### config.mk
export PLATFORM = sky130hd
export DESIGN_NAME = pause_tx_sched_flat
export DESIGN_NICKNAME = d
export VERILOG_FILES = /design/src/rtl/pause_pkg.sv /design/src/rtl/pause_tx_sched_if.sv /design/src/rtl/pause_frame_rom.sv /design/src/rtl/pause_tx_sched.sv /design/src/flat_wrapper.sv
export SDC_FILE = /design/constraint.sdc
export NUM_CORES = 1
export LEC_CHECK = 0
export CAP_MARGIN = 20
export CORE_MARGIN = 5
export CORE_UTILIZATION = 25
export DETAILED_ROUTE_END_ITERATION = 16
export PLACE_DENSITY = 0.52
export SLEW_MARGIN = 5
export SYNTH_ARGS = -nofsm -noshare
export SYNTH_HDL_FRONTEND = slang
export SYNTH_SLANG_ARGS = --single-unit
### constraint.sdc
create_clock -name clk -period 2.86 [get_ports clk]
set_input_delay 0.572 -clock clk [delete_from_list [all_inputs] [get_ports clk]]
set_output_delay 0.572 -clock clk [all_outputs]
set_load 0.005 [all_outputs]
### src/rtl/pause_pkg.sv
// ---------------------------------------------------------------------------
// pause_pkg
// Shared definitions for the TX MAC-control scheduler:
//   - schedState_t : scheduler state encoding (IDLE, CLIENT, PAUSE_TX)
//   - PAUSE_DA, MAC_CTRL_TYPE, PAUSE_OPCODE : fixed PAUSE frame header fields
//   - PAUSE_LEN / PAUSE_LAST : PAUSE frame length (FCS excluded) and last index
// ---------------------------------------------------------------------------
package pause_pkg;

   typedef enum logic [1:0] {
      IDLE     = 2'd0,
      CLIENT   = 2'd1,
      PAUSE_TX = 2'd2
   } schedState_t;

   localparam logic [47:0] PAUSE_DA      = 48'h0180C2000001;
   localparam logic [15:0] MAC_CTRL_TYPE = 16'h8808;
   localparam logic [15:0] PAUSE_OPCODE  = 16'h0001;

   localparam int          PAUSE_LEN  = 60;
   localparam logic [5:0]  PAUSE_LAST = 6'(PAUSE_LEN - 1);

endpackage

### src/rtl/pause_tx_sched_if.sv
// ---------------------------------------------------------------------------
// pause_tx_sched_if
// Byte-stream bundle around the scheduler.
//   cl_*  : client TX stream into the scheduler (cl_ready flows back)
//   mac_* : scheduled stream towards the TX MAC (mac_ready flows back)
// Modports:
//   master : environment side (drives client bytes and mac_ready)
//   slave  : scheduler side (drives cl_ready and the mac_* stream)
// ---------------------------------------------------------------------------
interface pause_tx_sched_if;
   logic [7:0] cl_data;
   logic       cl_valid;
   logic       cl_sof;
   logic       cl_eof;
   logic       cl_ready;
   logic [7:0] mac_data;
   logic       mac_valid;
   logic       mac_sof;
   logic       mac_eof;
   logic       mac_ready;

   modport master (
      output cl_data, cl_valid, cl_sof, cl_eof, mac_ready,
      input  cl_ready, mac_data, mac_valid, mac_sof, mac_eof
   );

   modport slave (
      input  cl_data, cl_valid, cl_sof, cl_eof, mac_ready,
      output cl_ready, mac_data, mac_valid, mac_sof, mac_eof
   );
endinterface

### src/rtl/pause_frame_rom.sv
// ---------------------------------------------------------------------------
// pause_frame_rom
// Combinational byte generator for a 60-byte PAUSE frame.
//   byteIdx     : in  6  byte position 0..59
//   stationAddr : in  48 source address, MS byte first
//   quanta      : in  16 pause quanta, MS byte first
//   byteVal     : out 8  frame byte at byteIdx (pad bytes 18..59 are zero)
// ---------------------------------------------------------------------------
module pause_frame_rom
   import pause_pkg::*;
(
   input  logic [5:0]  byteIdx,
   input  logic [47:0] stationAddr,
   input  logic [15:0] quanta,
   output logic [7:0]  byteVal
);

   always_comb begin
      byteVal = 8'h00;
      case (byteIdx)
         6'd0:    byteVal = PAUSE_DA[47:40];
         6'd1:    byteVal = PAUSE_DA[39:32];
         6'd2:    byteVal = PAUSE_DA[31:24];
         6'd3:    byteVal = PAUSE_DA[23:16];
         6'd4:    byteVal = PAUSE_DA[15:8];
         6'd5:    byteVal = PAUSE_DA[7:0];
         6'd6:    byteVal = stationAddr[47:40];
         6'd7:    byteVal = stationAddr[39:32];
         6'd8:    byteVal = stationAddr[31:24];
         6'd9:    byteVal = stationAddr[23:16];
         6'd10:   byteVal = stationAddr[15:8];
         6'd11:   byteVal = stationAddr[7:0];
         6'd12:   byteVal = MAC_CTRL_TYPE[15:8];
         6'd13:   byteVal = MAC_CTRL_TYPE[7:0];
         6'd14:   byteVal = PAUSE_OPCODE[15:8];
         6'd15:   byteVal = PAUSE_OPCODE[7:0];
         6'd16:   byteVal = quanta[15:8];
         6'd17:   byteVal = quanta[7:0];
         default: byteVal = 8'h00;
      endcase
   end

endmodule

### src/rtl/pause_tx_sched.sv
// ---------------------------------------------------------------------------
// pause_tx_sched
// TX MAC-control scheduler: arbitrates the TX MAC byte stream between client
// frames and locally generated PAUSE frames, holds off client frame starts
// while the RX pause detector is active, and schedules XOFF / refresh PAUSE
// frames from the RX FIFO flow-control request.
//
// Ports:
//   clk, rst        : MAC TX clock, asynchronous active-high reset
//   clk_en          : byte-rate enable; state advances only when high
//   slot_tick       : one pulse per 512 bit times (refresh timer base)
//   station_addr    : PAUSE source address
//   pause_quanta    : quanta carried by XOFF frames
//   refresh_time    : XOFF refresh interval in slots, 0 disables refresh
//   xoff_req        : level flow-control request from RX FIFO
//   rx_pause_active : blocks client frame starts (never PAUSE frames)
//   txIf (slave)    : client stream in (cl_*), MAC stream out (mac_*)
//   pause_sent      : pulse on transfer of the last PAUSE byte
//   stray_err       : pulse when a non-SOF client byte is dropped in IDLE
//
// Build option: define PAUSE_XON_EN to send an XON frame (quanta 0) on the
// falling edge of xoff_req; otherwise the falling edge only cancels a
// pending XOFF.
// ---------------------------------------------------------------------------
module pause_tx_sched
   import pause_pkg::*;
#(
   parameter int DLY       = 1,
   parameter int REFRESH_W = 16
) (
   input  logic                 clk,
   input  logic                 rst,
   input  logic                 clk_en,
   input  logic                 slot_tick,
   input  logic [47:0]          station_addr,
   input  logic [15:0]          pause_quanta,
   input  logic [REFRESH_W-1:0] refresh_time,
   input  logic                 xoff_req,
   input  logic                 rx_pause_active,
   pause_tx_sched_if.slave      txIf,
   output logic                 pause_sent,
   output logic                 stray_err
);

   localparam logic [REFRESH_W-1:0] TmrOne = REFRESH_W'(1);

   // DLY is accepted for drop-in compatibility with existing instantiations;
   // the flops below are zero-delay.
   if (DLY < 0) begin : gDlyUnused
   end

   schedState_t          state;
   logic [5:0]           byteCnt;
   logic                 pendXoff;
   logic                 xoffReqQ;
   logic [REFRESH_W-1:0] refreshTmr;
   logic [15:0]          txQuanta;
   logic [7:0]           romByte;

   logic pendAny;
   logic clXfer;
   logic xoffRise;
   logic xoffFall;
   logic lastXfer;
   logic xoffSent;
   logic refreshOn;
   logic refreshHit;
   logic refreshInc;

`ifdef PAUSE_XON_EN
   logic pendXon;
   logic txIsXoff;
   assign pendAny  = pendXoff | pendXon;
   assign xoffSent = lastXfer & txIsXoff;
`else
   assign pendAny  = pendXoff;
   assign xoffSent = lastXfer;
`endif

   assign clXfer     = clk_en & txIf.cl_valid & txIf.cl_ready;
   assign xoffRise   = xoff_req & ~xoffReqQ;
   assign xoffFall   = ~xoff_req & xoffReqQ;
   assign lastXfer   = (state == PAUSE_TX) & clk_en & txIf.mac_ready &
                       (byteCnt == PAUSE_LAST);
   assign refreshOn  = slot_tick & xoff_req & (refresh_time != '0);
   assign refreshHit = refreshOn & (refreshTmr == refresh_time - TmrOne);
   assign refreshInc = refreshOn & (refreshTmr != '1);

   pause_frame_rom uRom (
      .byteIdx     (byteCnt),
      .stationAddr (station_addr),
      .quanta      (txQuanta),
      .byteVal     (romByte)
   );

   // Outputs follow the state registers; CLIENT is a zero-latency passthrough
   // so the client stream is never delayed.
   always_comb begin
      txIf.mac_data  = 8'h00;
      txIf.mac_valid = 1'b0;
      txIf.mac_sof   = 1'b0;
      txIf.mac_eof   = 1'b0;
      txIf.cl_ready  = 1'b0;
      stray_err      = 1'b0;
      pause_sent     = 1'b0;
      case (state)
         IDLE: begin
            // Stray (non-SOF) bytes are drained only when no PAUSE is due.
            if (!pendAny && txIf.cl_valid && !txIf.cl_sof) begin
               txIf.cl_ready = clk_en;
               stray_err     = clk_en;
            end
         end
         CLIENT: begin
            txIf.mac_data  = txIf.cl_data;
            txIf.mac_valid = txIf.cl_valid;
            txIf.mac_sof   = txIf.cl_sof;
            txIf.mac_eof   = txIf.cl_eof;
            txIf.cl_ready  = txIf.mac_ready & clk_en;
         end
         PAUSE_TX: begin
            txIf.mac_data  = romByte;
            txIf.mac_valid = 1'b1;
            txIf.mac_sof   = (byteCnt == 6'd0);
            txIf.mac_eof   = (byteCnt == PAUSE_LAST);
            pause_sent     = lastXfer;
         end
         default: ;
      endcase
   end

   always_ff @(posedge clk or posedge rst) begin
      if (rst) begin
         state      <= IDLE;
         byteCnt    <= 6'd0;
         pendXoff   <= 1'b0;
         xoffReqQ   <= 1'b0;
         refreshTmr <= '0;
         txQuanta   <= 16'h0000;
`ifdef PAUSE_XON_EN
         pendXon    <= 1'b0;
         txIsXoff   <= 1'b0;
`endif
      end else if (clk_en) begin
         xoffReqQ <= xoff_req;

         case (state)
            IDLE: begin
               if (pendAny) begin
                  state   <= PAUSE_TX;
                  byteCnt <= 6'd0;
`ifdef PAUSE_XON_EN
                  txIsXoff <= pendXoff;
                  txQuanta <= pendXoff ? pause_quanta : 16'h0000;
`else
                  txQuanta <= pause_quanta;
`endif
               end else if (txIf.cl_valid && txIf.cl_sof && !rx_pause_active) begin
                  state <= CLIENT;
               end
            end
            CLIENT: begin
               if (clXfer && txIf.cl_eof) begin
                  state <= IDLE;
               end
            end
            PAUSE_TX: begin
               if (txIf.mac_ready) begin
                  if (byteCnt == PAUSE_LAST) begin
                     state   <= IDLE;
                     byteCnt <= 6'd0;
                  end else begin
                     byteCnt <= byteCnt + 6'd1;
                  end
               end
            end
            default: state <= IDLE;
         endcase

         // Served flag clears first; edges and refresh expiry seen in the
         // same cycle override it, so a new request is never lost.
`ifdef PAUSE_XON_EN
         if (lastXfer) begin
            if (txIsXoff) pendXoff <= 1'b0;
            else          pendXon  <= 1'b0;
         end
`else
         if (lastXfer) pendXoff <= 1'b0;
`endif
         if (refreshHit) pendXoff <= 1'b1;
         if (xoffRise) begin
            pendXoff <= 1'b1;
`ifdef PAUSE_XON_EN
            pendXon  <= 1'b0;
`endif
         end else if (xoffFall) begin
            pendXoff <= 1'b0;
`ifdef PAUSE_XON_EN
            pendXon  <= 1'b1;
`endif
         end

         // Refresh timer: counts slots while the request is held.
         if (xoffRise || xoffSent || refreshHit) begin
            refreshTmr <= '0;
         end else if (refreshInc) begin
            refreshTmr <= refreshTmr + TmrOne;
         end
      end
   end

endmodule

### src/flat_wrapper.sv
// flat-port wrapper written by rule: the top's interface ports become plain ports
module pause_tx_sched_flat import pause_pkg::*;
#(
   parameter int DLY       = 1,
   parameter int REFRESH_W = 16
)
  (clk, rst, clk_en, slot_tick, station_addr, pause_quanta, refresh_time, xoff_req, rx_pause_active, pause_sent, stray_err, txIf_cl_data, txIf_cl_valid, txIf_cl_sof, txIf_cl_eof, txIf_mac_ready, txIf_cl_ready, txIf_mac_data, txIf_mac_valid, txIf_mac_sof, txIf_mac_eof);
  pause_tx_sched_if txIf_i ();
  input  logic clk;
  input  logic rst;
  input  logic clk_en;
  input  logic slot_tick;
  input  logic [47:0] station_addr;
  input  logic [15:0] pause_quanta;
  input  logic [REFRESH_W-1:0] refresh_time;
  input  logic xoff_req;
  input  logic rx_pause_active;
  output logic pause_sent;
  output logic stray_err;
  input wire logic [$bits(txIf_i.cl_data)-1:0] txIf_cl_data;
  input wire logic [$bits(txIf_i.cl_valid)-1:0] txIf_cl_valid;
  input wire logic [$bits(txIf_i.cl_sof)-1:0] txIf_cl_sof;
  input wire logic [$bits(txIf_i.cl_eof)-1:0] txIf_cl_eof;
  input wire logic [$bits(txIf_i.mac_ready)-1:0] txIf_mac_ready;
  output wire logic [$bits(txIf_i.cl_ready)-1:0] txIf_cl_ready;
  output wire logic [$bits(txIf_i.mac_data)-1:0] txIf_mac_data;
  output wire logic [$bits(txIf_i.mac_valid)-1:0] txIf_mac_valid;
  output wire logic [$bits(txIf_i.mac_sof)-1:0] txIf_mac_sof;
  output wire logic [$bits(txIf_i.mac_eof)-1:0] txIf_mac_eof;
  assign txIf_i.cl_data = txIf_cl_data;
  assign txIf_i.cl_valid = txIf_cl_valid;
  assign txIf_i.cl_sof = txIf_cl_sof;
  assign txIf_i.cl_eof = txIf_cl_eof;
  assign txIf_i.mac_ready = txIf_mac_ready;
  assign txIf_cl_ready = txIf_i.cl_ready;
  assign txIf_mac_data = txIf_i.mac_data;
  assign txIf_mac_valid = txIf_i.mac_valid;
  assign txIf_mac_sof = txIf_i.mac_sof;
  assign txIf_mac_eof = txIf_i.mac_eof;
  pause_tx_sched #(.DLY(DLY), .REFRESH_W(REFRESH_W)) u_core (.clk(clk), .rst(rst), .clk_en(clk_en), .slot_tick(slot_tick), .station_addr(station_addr), .pause_quanta(pause_quanta), .refresh_time(refresh_time), .xoff_req(xoff_req), .rx_pause_active(rx_pause_active), .txIf(txIf_i), .pause_sent(pause_sent), .stray_err(stray_err));
endmodule
== Word level (Yosys, flattened, before mapping) ==
Cells that the tools add are included.

* Equal/unequal tests: 24
* Muxes and demuxes: 25
* Bitwise gates (word level): 14
* Add/sub/neg operators: 3
* Reduce and logical (&&, ||, !) cells: 22

{| class="wikitable"
|+ Operators by type and width
! operator !! number
|-
| $pmux 8 s13 || 1
|-
| $eq 6x4->1 const B || 7
|-
| $mux 16 || 2
|-
| $eq 6x3->1 const B || 3
|-
| $mux 6 || 3
|-
| $add 16x1->16 const B || 1
|-
| $eq 16x16->1 || 1
|-
| $ne 16x16->1 const B || 1
|-
| $pmux 8 s2 || 1
|-
| $reduce_bool 16->1 || 1
|-
| $sub 16x1->16 const B || 1
|-
| $and 1x1->1 || 12
|-
| $eq 6x5->1 const B || 2
|-
| $pmux 6 s2 || 1
|-
| $mux 2 || 5
|-
| $pmux 1 s2 || 4
|-
| $mux 1 || 7
|-
| $add 6x1->6 const B || 1
|-
| $eq 6x1->1 const B || 1
|-
| $eq 6x2->1 const B || 1
|-
| $eq 6x6->1 const B || 1
|-
| $logic_not 6->1 || 1
|-
| $pmux 2 s3 || 1
|-
| $logic_and 1x1->1 || 5
|-
| 16 further kinds || 24
|}

* Register bits: 42
* Output and inout bits: 14
* Word-level logic and storage cells: 94

== Logic depth before layout (Yosys ltp) ==
* Depth in word-level cells: 9
* Mapped depth: 12
* Depth with buffers taken out: 10

== Modules after synthesis ==
From an unflattened synthesis, not the netlist that was laid out.

* Cell total of the unflattened synthesis: 398
* Area total of the unflattened synthesis: 3530.9 µm²

{| class="wikitable"
|+ Modules (own cells, without submodules)
! module !! cells each !! times used !! area an instance (µm²)
|-
| pause_tx_sched || 312 || 1 || 2867.8
|-
| pause_frame_rom || 86 || 1 || 663.1
|}

== Worst setup path after synthesis ==
OpenSTA, ideal clock, no wires.

* Kind: input-to-reg
* Start point: input port refresh_time[3]
* End point: register u_core.refreshTmr[11]
* Stages: 10
* Arrival time: 3.304 ns
* Buffers on the path: 2
* Library setup time: 0.124 ns
* Required time: 2.736 ns
* Slack: -0.567 ns
* Path through: or4_4 > or3b_2 > xnor2_1 > a2111o_1 > a2111oi_2 > or3b_1 > buf_6 > a21oi_2 > buf_4 > nor4_1

* Longest elaborated chain between the ends: 6
* Elaborated cells between the ends (all ways): 10
* Those cells by class: 1 x add/sub; 1 x eq/ne; 1 x mux; 3 x bitwise; 4 x reduce/logical

{| class="wikitable"
|+ Ends and longest elaborated chain
! item !! RTL line !! RTL
|-
| start: declaration || flat_wrapper.sv:15 || <nowiki>input logic [REFRESH_W-1:0] refresh_time;</nowiki>
|-
| $sub 16x1->16 / $reduce_bool 16->1 (equally long branches) || pause_tx_sched.sv:86, pause_tx_sched.sv:85 ||
|-
| $eq 16x16->1 / $and 1x1->1 (equally long branches) || pause_tx_sched.sv:86, pause_tx_sched.sv:85 ||
|-
| $and 1x1->1 || pause_tx_sched.sv:86 || <nowiki>assign refreshHit = refreshOn & (refreshTmr == refresh_time - TmrOne);</nowiki>
|-
| $logic_or 1x1->1 || pause_tx_sched.sv:204 || <nowiki>if (xoffRise || xoffSent || refreshHit) begin</nowiki>
|-
| $reduce_bool 2->1 (no source line) || - ||
|-
| $reduce_and 2->1 (no source line) || - ||
|-
| end signal: assignment || pause_tx_sched.sv:207 || <nowiki>refreshTmr <= refreshTmr + TmrOne;</nowiki>
|-
| end: declaration || pause_tx_sched.sv:56 || <nowiki>logic [REFRESH_W-1:0] refreshTmr;</nowiki>
|}

Several ways; a longest one is shown, not always the timed one.
A chain may end at the register's enable or synchronous reset.

== Worst setup path after layout ==
* Start point: register u_core.byteCnt[0]
* End point: output port txIf_mac_data[4]

* Longest elaborated chain between the ends: 4
* Elaborated cells between the ends (all ways): 18
* Those cells by class: 14 x eq/ne; 2 x mux; 2 x reduce/logical

{| class="wikitable"
|+ Ends and longest elaborated chain
! item !! RTL line !! RTL
|-
| start: declaration || pause_tx_sched.sv:53 || <nowiki>logic [5:0] byteCnt;</nowiki>
|-
| start signal: assignment || pause_tx_sched.sv:173 || <nowiki>byteCnt <= byteCnt + 6'd1;</nowiki>
|-
| $eq 6x4->1, or another cell as far along || pause_frame_rom.sv:20 || <nowiki>case (byteIdx)</nowiki>
|-
| $reduce_or 3->1 (no source line) || - ||
|-
| $pmux 8 s13 (*) || pause_frame_rom.sv:20 ||
|-
| $pmux 8 s2 (*) || pause_tx_sched.sv:106 || <nowiki>case (state)</nowiki>
|-
| end: declaration || flat_wrapper.sv:26 || <nowiki>output wire logic [$bits(txIf_i.mac_data)-1:0] txIf_mac_data;</nowiki>
|}

Every way passes the cells marked *; elsewhere a longest branch is shown, timed or not.

==> results.toml <==
[die]
start_util_pct = 25.34
num_rows = 44
die_area_mm2 = 0.01720
io_pins = 112
die_x_um = 131.1
core_area_mm2 = 0.01448
die_height_um = 131.1

[synth]
syn_area_mm2 = 0.003669
synth.avg_cell_area_um2 = 8.319
synth_most_common_cell = "dfrtp_1"
synth_top_cell_area_share_pct = 28.65
ys_seq_area_share_pct = 28.65
synth_cells = 441
ys_warn_count = 0
synth_area_leaders = "dfrtp_1 (29%), mux2_2 (4.9%), a21oi_1 (4.1%), ha_1 (4.1%), xor2_1 (3.3%)"
synth-main-ff-cell = "dfrtp_1"
synth_edf_count = 0
syn_nets = 551
ys_ff_latch = 42
synthArstFlopShare_pct = 100.0
synthDistinctLibCells = 65
synth_top_area_cell = "dfrtp_1"
synth_top_cells_by_count = "dfrtp_1 (42), a21oi_1 (30), nand2_1 (29), clkbuf_1 (27), nor2_1 (25)"

[timing]
layout_min_cycle_time_ns = 3.014
max_slew_margin_pct = 61.61
setup_violations = 25
rsz0062_at_grt = "yes"
worst_slew_pin_slew_ns = 0.5758
hold_violations = 0
timing.final.ws_setup_ns = -0.1545
fin_worst_skew_ns = 0.004331
fin_tns_setup_ns = -2.646
finalCritPeriodShare_pct = 105.4
worst_hold_slack_ns = 0.5119
maxSlewViolCount = 0
fmax_mhz = 331.7

[clock_network]
clk_pin_slew_ns = 0.06
ctsHtreeMaxLevel = 2
numCtsBuffers = 5
cts.sinks = 42
cts_buffer_depth = 2
cts_tree = "built"
clock_latency_ns = 0.28
postCtsHoldBufs = 0
clockRootBuffer = "clkbuf_16"

[placement]
port_buffers = 111
dp_hpwl_um = 10780
place.gp.congestion = 0.8658
place_ws_ns = -0.8652

[critical_path]
critical-path-slowest-cell = "a222oi_1"
crit_fanout = 5
start_kind = "flop"
worstPathArrival_ns = 2.44
r2r_cells = 9
reg2reg_to = "u_core.refreshTmr[15]"
r2r_slack_ns = 0.30
timing.rr.start = "u_core.refreshTmr[3]"
cp_cell_sequence = "buf_4 -> ha_4 -> nand2_1 -> nor4_1 -> buf_4 -> buf_4 -> a222oi_1 -> a31oi_4 -> a21oi_2 -> nor2b_1 -> buf_2"
end_kind = "output port"
path_common_cell = "buf_4"
slowest_delay_ns = 0.50
crit_type = "reg -> out"
cp_data_required_time_ns = 2.29

[min_path]
min_from = "u_core.txQuanta[5]"
hold_end = "u_core.txQuanta[5]"
min_path_cells = 1
hold_class = "reg -> reg"

[pwr]
power.total_w = 0.003020
powerDensity_mw_per_mm2 = 482.5
ir_drop_uv = 226.8
leakage_nw = 2.628

[final_layout]
nets = 749
syn2layout_area_growth_pct = 70.60
drive_gt1_share_pct = 33.86
utilization_pct = 43.23
nFillCells = 1469
diodes = 0

[drt]
antenna_left = 0
first_pass_iters = 5
dr.first_iter.drc_count = 223
drc = 0
via_per_inst = 5.207
routed_wl_um = 13860
wl_per_cell_um = 16.86
vias = 4280

[grt]
grt_max_degree = 25
antenna_found_initial = 0
grt_use_total_pct = 15.48
grt_pass1_wl_um = 22450
grt_pass1_vias = 4469
overflow = 0

[status]
violations = "negative setup slack"
status = "finished, violations left"

[run]
drv_cap = 0
[repair_timing]
action | in CTS | in global routing
gates resized for setup | 85 | 46
setup buffers | 13 | 3
setup endpoints to repair | 27 | 27
pin swaps | 14 | 16
[report_power, final]
| part | total (W) | switching [W] | internal (W) | leakage, nW |
|---|---|---|---|---|
| clock network | 0.000557 | 0.000219 | 0.000338 | 0.0688 |
| registers | 0.000888 | 0.000129 | 0.000759 | 0.532 |
| logic | 0.00158 | 0.000702 | 0.000873 | 2.03 |
| total | 0.00302 | 0.00105 | 0.00197 | 2.63 |
[final cells by class]
type	instances	area, um^2	share of cell area, %
clock buffers	6	138.9	2.219
inverters	21	78.83	1.259
multi-input cells	346	2786	44.52
flip-flops and latches	42	1051	16.79
well taps	184	230.2	3.679
repair buffers	223	1973	31.53
[sequential cells by signal (all words and copies together), names as in the netlist]
register / flops
u_core.byteCnt: 6
u_core.pendAny: 1
u_core.refreshTmr: 16
u_core.state: 2
u_core.txQuanta: 16
u_core.xoffReqQ: 1
[metrics by stage]
stage / area (um^2) / cells
after floorplan: 3697 / 441
after detailed placement: 5633 / 800
after global placement: 5633 / 800
final: 6259 / 822
after global routing: 6259 / 822
after CTS: 5963 / 819
[worst max path at each step]
| stage | start | slack, ns | cells past startpoint | to |
|---|---|---|---|---|
| final | u_core.byteCnt[0] | -0.15 | 11 | txIf_mac_data[4] |
| after CTS | refresh_time[3] | -0.30 | 10 | u_core.refreshTmr[15] |
| after global routing | u_core.byteCnt[0] | -0.28 | 13 | txIf_mac_data[6] |
| after global placement | refresh_time[5] | -0.84 | 10 | u_core.refreshTmr[15] |
| after floorplan | refresh_time[5] | -0.28 | 9 | u_core.refreshTmr[12] |
| after detailed placement | refresh_time[5] | -0.87 | 10 | u_core.refreshTmr[15] |
[placed cells by master, fill, tap and decap left out, types with 9 or more instances in the layout]
cell,count
nor2b_1,14
buf_2,9
nor2_1,19
dfrtp_1,42
nand4_1,12
buf_6,15
nor3_1,10
nand2_1,29
xor2_1,13
a21oi_1,20
clkdlybuf4s50_1,91
and3_1,13
nand3_1,11
buf_4,98
a21oi_2,12
a31oi_1,9
mux2_2,16
inv_1,18
a22oi_1,12
o21ai_0,16
[metal layers]
metal	vias up	track usage [%]	share of wire [%]
met3	16	4.472	6.9
met5	-	0	0
met4	0	3.926	1.5
li1	2046	-	-
met2	153	26.35	49
met1	2065	19.22	43
[critical path: cells and delay by family (launching register included)]
family,cells,cell delay [ns]
AOI/OAI and AO/OA,3,0.77
buffers and inverters,4,0.60
DFF,1,0.41
and+or+nand+nor,3,0.20
adders and majority gates,1,0.18
[cell families after synthesis]
family / after synthesis / synth area share (%)
flops: 42 / 28.65
compound gates: 126 / 23.91
fa+ha+maj: 12 / 4.093
buf+inv: 53 / 5.764
xor+xnor: 22 / 5.253
simple gates: 163 / 25.24
mux: 23 / 7.094
Power figures use the tool's default switching activity.
